`src/rtl/lcd_frame_writer.sv`:
```
// LCD pixel-stream sink: maps color indices through BGP, packs four shades per
// byte and writes whole 160x144 frames into a double-buffered frame RAM.
module lcd_frame_writer (
  input  logic        clk,
  input  logic        rst,
  input  logic        lcd_pixel,
  input  logic [1:0]  lcd_color,
  input  logic        lcd_hsync,
  input  logic        lcd_vsync,
  input  logic [7:0]  bgp,
  output logic [13:0] fb_addr,
  output logic [7:0]  fb_wdata,
  output logic        fb_we,
  output logic        front_bank,
  output logic        frame_done,
  output logic        line_err,
  output logic        frame_err
);

  localparam int unsigned LINE_PIXELS = 160;
  localparam int unsigned FRAME_LINES = 144;
  localparam int unsigned ROW_BYTES   = 40;
  localparam int unsigned XW          = 8;
  localparam int unsigned YW          = 8;
  localparam int unsigned OFFW        = 13;
  localparam int unsigned AW          = 14;
  localparam int unsigned DW          = 8;
  localparam int unsigned PACKW       = 6;

  logic [XW-1:0]    x_q, x_d, x_acc;
  logic [YW-1:0]    y_q, y_d;
  logic [OFFW-1:0]  row_base_q, row_base_d;
  logic [PACKW-1:0] pack_q, pack_d, pack_acc;
  logic             hsync_q, hsync_d;
  logic             vsync_q, vsync_d;
  logic             front_bank_q, front_bank_d;
  logic             frame_done_q, frame_done_d;
  logic             line_err_q, line_err_d;
  logic             frame_err_q, frame_err_d;
  logic             fb_we_q, fb_we_d;
  logic [AW-1:0]    fb_addr_q, fb_addr_d;
  logic [DW-1:0]    fb_wdata_q, fb_wdata_d;

  logic [1:0]       shade;
  logic             accept;
  logic             line_end;
  logic             frame_end;
  logic             back;
  logic             line_full;
  logic             frame_full;

  // Palette lookup uses bgp as presented in the same cycle as the pixel
  always_comb begin
    case (lcd_color)
      2'd0:    shade = bgp[1:0];
      2'd1:    shade = bgp[3:2];
      2'd2:    shade = bgp[5:4];
      default: shade = bgp[7:6];
    endcase
  end

  assign back       = ~front_bank_q;
  assign line_end   = lcd_hsync & ~hsync_q & ~lcd_vsync;
  assign frame_end  = lcd_vsync & ~vsync_q;
  assign line_full  = (x_q == XW'(LINE_PIXELS));
  assign frame_full = (y_q == YW'(FRAME_LINES));
  // Pixels past the last line would address outside the bank, so they drop too
  assign accept     = lcd_pixel & ~lcd_vsync & ~line_full & ~frame_full;

  always_comb begin
    x_d          = x_q;
    y_d          = y_q;
    row_base_d   = row_base_q;
    pack_d       = pack_q;
    hsync_d      = lcd_hsync;
    vsync_d      = lcd_vsync;
    front_bank_d = front_bank_q;
    frame_done_d = 1'b0;
    line_err_d   = line_err_q;
    frame_err_d  = frame_err_q;
    fb_we_d      = 1'b0;
    fb_addr_d    = fb_addr_q;
    fb_wdata_d   = fb_wdata_q;
    x_acc        = x_q;
    pack_acc     = pack_q;

    if (lcd_pixel && !accept) begin
      line_err_d = 1'b1;
    end

    if (accept) begin
      pack_acc = {pack_q[PACKW-3:0], shade};
      if (x_q[1:0] == 2'd3) begin
        fb_we_d    = 1'b1;
        fb_addr_d  = {back, row_base_q + OFFW'(x_q[XW-1:2])};
        fb_wdata_d = {pack_q, shade};
      end
      x_acc = x_q + XW'(1);
    end
    x_d    = x_acc;
    pack_d = pack_acc;

    // Line end sees the x that already includes a same-cycle pixel
    if (line_end) begin
      if (frame_full) begin
        line_err_d = 1'b1;
      end else begin
        if (x_acc[1:0] != 2'd0) begin
          fb_we_d   = 1'b1;
          fb_addr_d = {back, row_base_q + OFFW'(x_acc[XW-1:2])};
          case (x_acc[1:0])
            2'd1:    fb_wdata_d = {pack_acc[1:0], 6'b0};
            2'd2:    fb_wdata_d = {pack_acc[3:0], 4'b0};
            default: fb_wdata_d = {pack_acc, 2'b0};
          endcase
        end
        if (x_acc != XW'(LINE_PIXELS)) begin
          line_err_d = 1'b1;
        end
        x_d        = '0;
        y_d        = y_q + YW'(1);
        row_base_d = row_base_q + OFFW'(ROW_BYTES);
        pack_d     = '0;
      end
    end

    if (frame_end) begin
      if (frame_full) begin
        front_bank_d = back;
        frame_done_d = 1'b1;
      end else begin
        frame_err_d = 1'b1;
      end
      x_d        = '0;
      y_d        = '0;
      row_base_d = '0;
      pack_d     = '0;
    end
  end

  always_ff @(posedge clk or negedge rst) begin
    if (!rst) begin
      x_q          <= '0;
      y_q          <= '0;
      row_base_q   <= '0;
      pack_q       <= '0;
      hsync_q      <= 1'b1;
      vsync_q      <= 1'b1;
      front_bank_q <= 1'b0;
      frame_done_q <= 1'b0;
      line_err_q   <= 1'b0;
      frame_err_q  <= 1'b0;
      fb_we_q      <= 1'b0;
      fb_addr_q    <= '0;
      fb_wdata_q   <= '0;
    end else begin
      x_q          <= x_d;
      y_q          <= y_d;
      row_base_q   <= row_base_d;
      pack_q       <= pack_d;
      hsync_q      <= hsync_d;
      vsync_q      <= vsync_d;
      front_bank_q <= front_bank_d;
      frame_done_q <= frame_done_d;
      line_err_q   <= line_err_d;
      frame_err_q  <= frame_err_d;
      fb_we_q      <= fb_we_d;
      fb_addr_q    <= fb_addr_d;
      fb_wdata_q   <= fb_wdata_d;
    end
  end

  assign fb_we      = fb_we_q;
  assign fb_addr    = fb_addr_q;
  assign fb_wdata   = fb_wdata_q;
  assign front_bank = front_bank_q;
  assign frame_done = frame_done_q;
  assign line_err   = line_err_q;
  assign frame_err  = frame_err_q;

endmodule

```
`config.mk`:
```
export PLATFORM = sky130hd
export DESIGN_NAME = lcd_frame_writer
export DESIGN_NICKNAME = d
export VERILOG_FILES = /design/src/rtl/lcd_frame_writer.sv
export SDC_FILE = /design/constraint.sdc
export NUM_CORES = 1
export LEC_CHECK = 0
export ABC_AREA = 0
export CORE_UTILIZATION = 50
export CTS_CLUSTER_DIAMETER = 60
export CTS_CLUSTER_SIZE = 28
export DETAILED_ROUTE_END_ITERATION = 6
export PLACE_DENSITY_LB_ADDON = 0.3
export SLEW_MARGIN = 25
export SYNTH_ARGS = -nofsm -noshare
export SYNTH_HDL_FRONTEND = slang
export SYNTH_SLANG_ARGS = --single-unit
```
`constraint.sdc`:
```
create_clock -name clk -period 4.5 [get_ports clk]
set_input_delay 0.675 -clock clk [delete_from_list [all_inputs] [get_ports clk]]
set_output_delay 0.675 -clock clk [all_outputs]
set_load 0.05 [all_outputs]
```
==> results of run 1 <==
## where the power goes
group	switching, mW	internal [mW]
sequential	0.0670	0.644
combinational	0.466	0.264
clock	0.218	0.214
## per-stage QoR
step | worst slack [ns] | utilization, %
finish | 0.988 | 62.3
global route | 0.729 | 62.3
CTS | 1.01 | 62.3
detailed placement | 0.649 | 59.8
global placement | 0.726 | 59.8
floorplan | 1.35 | -
## final cells by class
class / instances / area, um^2 / area share [%]
Clock buffer: 12 / 145 / 3.36
Clock inverter: 4 / 26.3 / 0.608
Inverter: 11 / 41.3 / 0.955
Multi-Input combinational cell: 297 / 2010 / 46.5
Sequential cell: 61 / 1530 / 35.4
Tap cell: 96 / 120 / 2.78
Timing Repair Buffer: 47 / 450 / 10.4
## kinds of logic after synthesis
logic type	Yosys count
and+or+nand+nor	159
AOI/OAI and AO/OA	77
DFF	61
xor gates and xnor gates	29
buffers and inverters	28
muxes	16
adders and majority gates	15
other	1
## metal layers
metal	up-vias	track usage [%]
met1	1420	34.1
li1	1451	-
met2	81	36.1
met3	12	6.03
met5	-	0
met4	0	8.64
## layout by cell type (no fill, tap or decap), types with 3 or more instances in the layout
master,count
ha_1,15
o22ai_1,6
nand2b_1,5
nor2_1,45
buf_4,6
xor2_1,12
clkbuf_8,10
a31oi_1,8
inv_1,10
clkdlybuf4s50_1,40
nor3_1,14
a21o_1,4
and3_1,7
dfrtp_1,59
nand3_1,10
mux2_2,3
xnor2_1,17
o31ai_1,4
a21oi_1,22
nand2_1,41
mux2i_1,11
o21ai_0,7
nor2b_1,7
## worst max-delay path by stage
stage,slack [ns],cells after the start,start,to
2_1_floorplan,1.35,12,lcd_vsync,fb_addr[9]
3_3_place_gp,0.73,13,lcd_vsync,fb_addr[9]
3_5_place_dp,0.65,13,lcd_vsync,fb_addr[7]
4_1_cts,1.01,13,lcd_vsync,fb_addr[9]
5_1_grt,0.73,13,lcd_vsync,fb_addr[9]
6_report,0.99,13,lcd_vsync,fb_addr[7]
## sequential cells by signal (all words and copies together) (netlist names)
name,flops
x_q,8
vsync_q,1
front_bank,1
pack_q,6
fb_we,1
fb_addr,14
fb_wdata,8
y_q,8
hsync_q,1
frame_err,1
line_err,1
row_base_q,10
frame_done,1
==> results by stage, run 1 <==
Run status:
- The run finished with clean final reports.

Setup path:
- On the critical path, the stage with the largest delay is an instance of clkdlybuf4s50_1.
- The critical path arrival is 3.75 ns.
- STA classifies the critical path endpoint as a flip-flop.
- The most common cell type on the critical path is nor3_1.
- The source of the worst register-to-register timing path is y_q[0].
- The cell family contributing the most delay on the critical path is simple AND/OR/NAND/NOR gates.
- The end of the worst register-to-register path is fb_wdata[4].
- The worst register-to-register path has a setup slack of 1.14 ns.
- The critical path is of the primary input to flip-flop type.
- The critical path startpoint category is a primary input.
- The data required time at the worst endpoint is 4.74 ns.
- The number of buffers and inverters on the critical path is 1.
- In this run the worst path has a maximum fanout of 9.
- Walking the worst path, the cells encountered are clkdlybuf4s50_1 -> and2b_2 -> and2_1 -> nand3_1 -> nor3_1 -> xor2_1 -> ha_1 -> a21o_1 -> a21oi_1 -> nand2_2 -> o21ai_1 -> nor3_1 -> o32a_1.
- The largest single stage delay on the critical path is 0.53 ns.
- Counting cells, the worst reg-to-reg path comes to 12.

Die:
- The area of the core region is 0.00694 mm^2.
- The initialized floorplan defines 30 standard-cell rows.
- The x dimension of the die is 87.6 um.
- Measured along the y axis, the die boundary spans 87.6 um.
- The full die area is 0.00768 mm^2.
- The count of boundary I/O pins is 42.
- The initial cell density of the core is 52.8%.

Pwr:
- For this design the ratio of total power to cell area is 433 mW/mm^2.
- The final total power is 1.87 mW.
- Summed over all cells, the static leakage comes to 1.91 nW.
- The worst ir drop on vdd is 214 uV.

Routing:
- After detailed routing, no signal wire sits above met4.
- The number of detailed-routing iterations run before antenna repair is 4.
- Detailed routing inserted a total of 2964 vias.
- The routed length on met1 is 3920 um.
- The first routing iteration left 177 violations.
- Detailed routing placed a total of 438 um of wire on met3.
- After detailed routing, the number of vias per cell comes to 5.61.
- The number of antenna-violating nets in the routed design is 0.
- For this block, the routed nets add up to 8210 um of wire.
- After detailed routing, the average wire length per cell comes to 15.6 um.
- The length of routed met2 wiring is 3720 um.
- In the routed design, unresolved DRC markers number 0.

Timing:
- In the finished design, the share of the clock period the worst path needs comes to 78.0%.
- At the pin with the least slew margin, the transition time is 0.959 ns.
- The final worst hold slack is 0.266 ns.
- After layout, the minimum clock period comes to 3.51 ns.
- The count of final setup violators is 0.
- Setup repair after global routing left no endpoint under its margin.
- For this run, the top clock speed supported by timing is 285 MHz.
- The number of failing hold endpoints at the final stage came to 0.
- The final max-slew violation count came to 0.
- The setup TNS is 0 ns.
- Clock skew on the completed layout was measured at 0.0139 ns.
- In this run the tightest slew margin relative to its limit is 36.1%.

Place:
- The global placer's final weighted congestion is 0.965.
- The cell total after placement is 512.
- Once placement finished, the instance area stood at 0.00415 mm^2.
- The wire-length estimate of the detail-placed layout is 6000 um.
- Buffers placed on the I/O ports in this run total 41.

Clock tree:
- The clock latency on the worst-skew pair is 0.35 ns.
- The clock transition time at the flip-flop clock pins of the worst setup and hold paths is 0.08 ns.
- TritonCTS built the clock tree.
- The number of buffers created by CTS is 9.
- The number of sinks handled by clock tree synthesis is 61.
- The number of buffers inserted by post-CTS setup repair is 0.
- The number of H-tree branching levels is 3.
- The root buffer cell chosen for the clock tree is clkbuf_8.
- The post-cts resize count is 0.
- The worst-case clock buffer depth is 2.
- The cts-stage hold buffer count is 0.

Yosys:
- The mux cell area share after synthesis is 5.16%.
- The xor and xnor area share after synthesis is 6.93%.
- The combinational family with the most area after synthesis is simple AND/OR/NAND/NOR gates.
- The commonest cells after synthesis are 59 x dfrtp_1, 45 x nor2_1, 41 x nand2_1, 22 x a21oi_1, 17 x xnor2_1.
- Summing the areas of all compound-gate instances in the mapped netlist gives 14.3% of the synthesized area.
- In the post-synthesis netlist, the biggest area contributors are dfrtp_1 40%, ha_1 5.1%, nor2_1 4.6%.
- The fraction of the mapped netlist area in adder cells is 5.12%.
- The number of warning messages in the yosys log is 0.
- The number of different library cells used by synthesis comes to 71.
- The top cell type by total area after synthesis is dfrtp_1.
- The sequential area share after synthesis is 41.7%.
- The per-instance average area after synthesis is 9.49 um^2.
- Counting flops with an async set or reset pin after synthesis yields a share of 100%.
- The combined area of all synthesized cells is 0.00366 mm^2.
- The gate count of the mapped netlist is 386.
- The predominant post-synthesis flop cell is dfrtp_1.
- The synthesized netlist net count is 416.
- In this run, synthesis inferred 0 flip-flops with an integrated enable.
- After synthesis the netlist holds a flip-flop and latch count of 61.
- The top cell type's share of synthesized area is 40.3%.
- The simple-gate portion of the synthesized area is 23.3%.
- The most numerous cell in the Yosys netlist is dfrtp_1.

Global route:
- The total overflow left after global routing is 0.
- Across every metal layer, demand over resource in global routing totals 24.1%.
- The number of global-route vias before repair is 2793.
- The first-pass GRT wire length is 13900 um.
- Entering global routing, the biggest net connects 41 pins.
- The initial antenna violation count is 0.

Finish:
- The post-synthesis to final-layout area growth is 18.0%.
- The number of inserted filler cells in the final layout is 598.
- The total inserted antenna cells is 0.
- For this run, the number of standard cells in the final layout without fillers is 528.
- The total number of nets in the final design is 457.
- The final standard cell area without fillers is 0.00432 mm^2.
- The proportion of layout cells with a drive suffix above 1 is 11.6%.

Min path:
- In this run the worst hold path is classified as primary input to async pin.

Flow run:
- Max-cap violations in this run came to 0.
(Power assumes the default switching activity.)
==> run 2, diff against run 1 <==
clock period = 3.4 ns   (was 4.5 ns; I/O delays follow)
==> run 2 against run 1 <==
  * Combinational power grew 34%
  * Flip-flop and latch count is the same
  * Worst hold slack lost 0.0091 ns
  * Largest cell class unchanged
  * Largest power group unchanged
==> results by stage, run 2 (synthesized netlist as in run 1, its figures left out) <==
Run status:
- The run finished with clean final reports.

Place:
- The global placer's final weighted congestion is 0.913.
- After detailed placement, the design holds a cell count of 522.
- The number of buffer cells added on primary ports is 41.
- The wire-length estimate of the detail-placed layout is 6330 um.

Timing:
- The final max-slew violation count is 0.
- The final clock period utilization by the worst path is 90.1%.
- The count of final setup violators is 0.
- The number of failing hold endpoints at the final stage was 0.
- Setup repair after global routing left no endpoint under its margin.
- At the pin with the least slew margin, the transition time is 0.964 ns.
- For this run, the top clock speed supported by timing is 326 MHz.
- The final worst clock skew is 0.00701 ns.
- The setup TNS is 0 ns.
- The smallest clock period supported by the final layout is computed as 3.07 ns.
- The max-slew headroom at the worst pin is 35.8%.

Routing:
- The count of routing violations after the opening detailed-route iteration is 198.
- The number of detailed-routing iterations run before antenna repair is 5.
- The vias after detailed routing is 3092.
- The average wire length per cell after detail routing is 16.4 um.
- The total wire length is 8810 um.
- Dividing the detail-routed via count by the number of cells gives 5.75.
- The number of antenna-violating nets in the routed design is 0.
- The number of DRC violations after detailed routing is 0.

Clock tree:
- The clock latency on the worst-skew pair is 0.34 ns.
- The worst-case clock buffer depth is 2.
- The H-tree was split into 3 levels.
- The cell sitting at the root of the clock tree is a clkbuf_8.
- The clock transition time at the flip-flop clock pins of the worst setup and hold paths is 0.07 ns.
- Clock tree synthesis inserted a total of 9 buffers.
- The CTS tree is yes.
- The cts-stage hold buffer count is 0.
- The number of sinks handled by clock tree synthesis is 61.

Die:
- 42 I/O pins were placed.
- The initial utilization of the core area, before any placement, comes to 52.8%.
- The die covers 0.00768 mm^2.
- The floorplan die height is 87.6 um.
- The area of the core region is 0.00694 mm^2.
- Row generation in the floorplan step produced 30 rows.
- The x dimension of the die is 87.6 um.

Setup path:
- The worst register-to-register path begins at x_q[0].
- On the worst path, the slowest cell contributes a delay of 0.44 ns.
- For this design, the slowest cell found on the critical path is a2111oi_0.
- The endpoint identified for the worst register-to-register timing path is fb_wdata[4].
- The critical path startpoint category is a flip-flop.
- The critical path crosses 12 cells after its start point.
- The critical path class is flip-flop to flip-flop.
- Measured in cells, the most critical reg-to-reg path has a length of 12.
- The critical path contains buffers and inverters numbering 2 combined.
- On the critical path the largest part of the delay comes from simple AND/OR/NAND/NOR gates.
- Data on the critical path is required at its endpoint by 3.61 ns.
- The reg-to-reg setup timing slack is 0.33 ns.
- Walking the worst path, the cells encountered are inv_1 -> ha_1 -> nor4b_2 -> nand3_2 -> nand3_4 -> mux2i_1 -> inv_1 -> ha_1 -> nor2b_1 -> mux2_2 -> a2111oi_0 -> a31oi_1.
- The critical path endpoint category is a flip-flop.
- The highest net fanout along the worst path is 6.
- Data arrives at the worst endpoint at 3.28 ns.

Global route:
- Entering global routing, the biggest net connects 38 pins.
- The final global-route overflow total is 0.
- In the global route stage, overall resource usage came out at 25.1%.
- The initial antenna violation count is 0.
- The first global-routing pass estimated 14500 um of wire.
- The number of global-route vias before repair is 3007.

Finish:
- The post-synthesis to final-layout area growth is 21.7%.
- The total number of nets in the final design is 467.
- Of the cells placed in the final design, the portion with a size suffix greater than 1 is 14.0%.
- The most frequent standard cell in the layout excluding fill and tap cells is dfrtp_1.
- The number of inserted filler cells in the final layout is 585.
- The number of flip-flops under the largest register name is 14.
- In the layout the commonest cells are 59 x dfrtp_1, 45 x nor2_1, 41 x nand2_1, 40 x clkdlybuf4s50_1, 21 x a21oi_1.
- The post-route non-filler standard cell count is 538.
- Cells fill 64.2% of the core in the end.
- 0 antenna diodes ended up in the layout.

Min path:
- The class of the most critical hold timing path is primary input to async pin.

Pwr:
- The worst-case IR drop observed on VDD is 263 uV.
- In this run the static leakage power is 2.00 nW.
- For this design the ratio of total power to cell area is 588 mW/mm^2.

Flow run:
- Max-cap violations in this run came to 0.
[run 2: cell count changes in the layout (fill, tap and decap cells not counted), sizes merged]
cell,before,now
clkbuf,12,13
buf,7,17
bufinv,0,1
clkinv,3,1
[run 2: area by class of cell]
| cell class | instances | area [um^2] | area share [%] |
|---|---|---|---|
| Multi-Input combinational cell | 297 | 2020 | 45.3 |
| Sequential cell | 61 | 1530 | 34.3 |
| Timing Repair Buffer | 57 | 538 | 12.1 |
| Clock buffer | 13 | 169 | 3.79 |
| Tap cell | 96 | 120 | 2.69 |
| Clock inverter | 3 | 42.5 | 0.954 |
| Inverter | 11 | 41.3 | 0.926 |
[run 2: worst max-delay path by stage]
stage | end | start | slack [ns]
3_5_place_dp | fb_addr[9] | lcd_vsync | 0.05
2_1_floorplan | fb_wdata[4] | y_q[0] | 0.29
4_1_cts | fb_addr[9] | y_q[0] | 0.21
3_3_place_gp | fb_addr[9] | lcd_vsync | 0.08
6_report | fb_wdata[4] | x_q[0] | 0.33
5_1_grt | fb_addr[9] | x_q[0] | 0.07
[run 2: what timing repair did]
action | 4_1_cts | 5_1_grt
endpoints found under the setup margin | 0 | 4
gates resized for setup | 0 | 2
buffers inserted | 0 | 0
[run 2: routing by layer]
metal	up-vias	global-route usage [%]	wire (um)	part of all wire, %
li1	1468	-	-	-
met1	1503	34.8	4250	48
met2	110	40.0	4060	46
met3	11	4.90	408	4.6
met4	0	7.60	88	1.0
met5	-	0	0	0
[run 2: stage by stage]
stage | power (mW) | hold WS [ns] | area [um^2] | setup slack, ns
3_5_place_dp | 1.94 | 0.446 | 4240 | 0.0493
3_3_place_gp | 1.92 | 0.441 | 4240 | 0.0845
2_1_floorplan | 1.59 | 0.214 | 3660 | 0.295
4_1_cts | 2.63 | 0.287 | 4450 | 0.209
6_report | 2.62 | 0.257 | 4460 | 0.335
5_1_grt | 2.74 | 0.326 | 4460 | 0.0680
[run 2: where the power goes]
part           total (mW)  switching (mW)  internal (mW)
clock network       0.694           0.297          0.398
logic               0.980           0.621          0.359
registers           0.946          0.0935          0.852
==> run 3, diff against run 2 <==
CTS_CLUSTER_SIZE = 10   (was 28)
==> results of run 3 <==
Same layout as run 2: the final DEF is identical, and so are final timing and power.
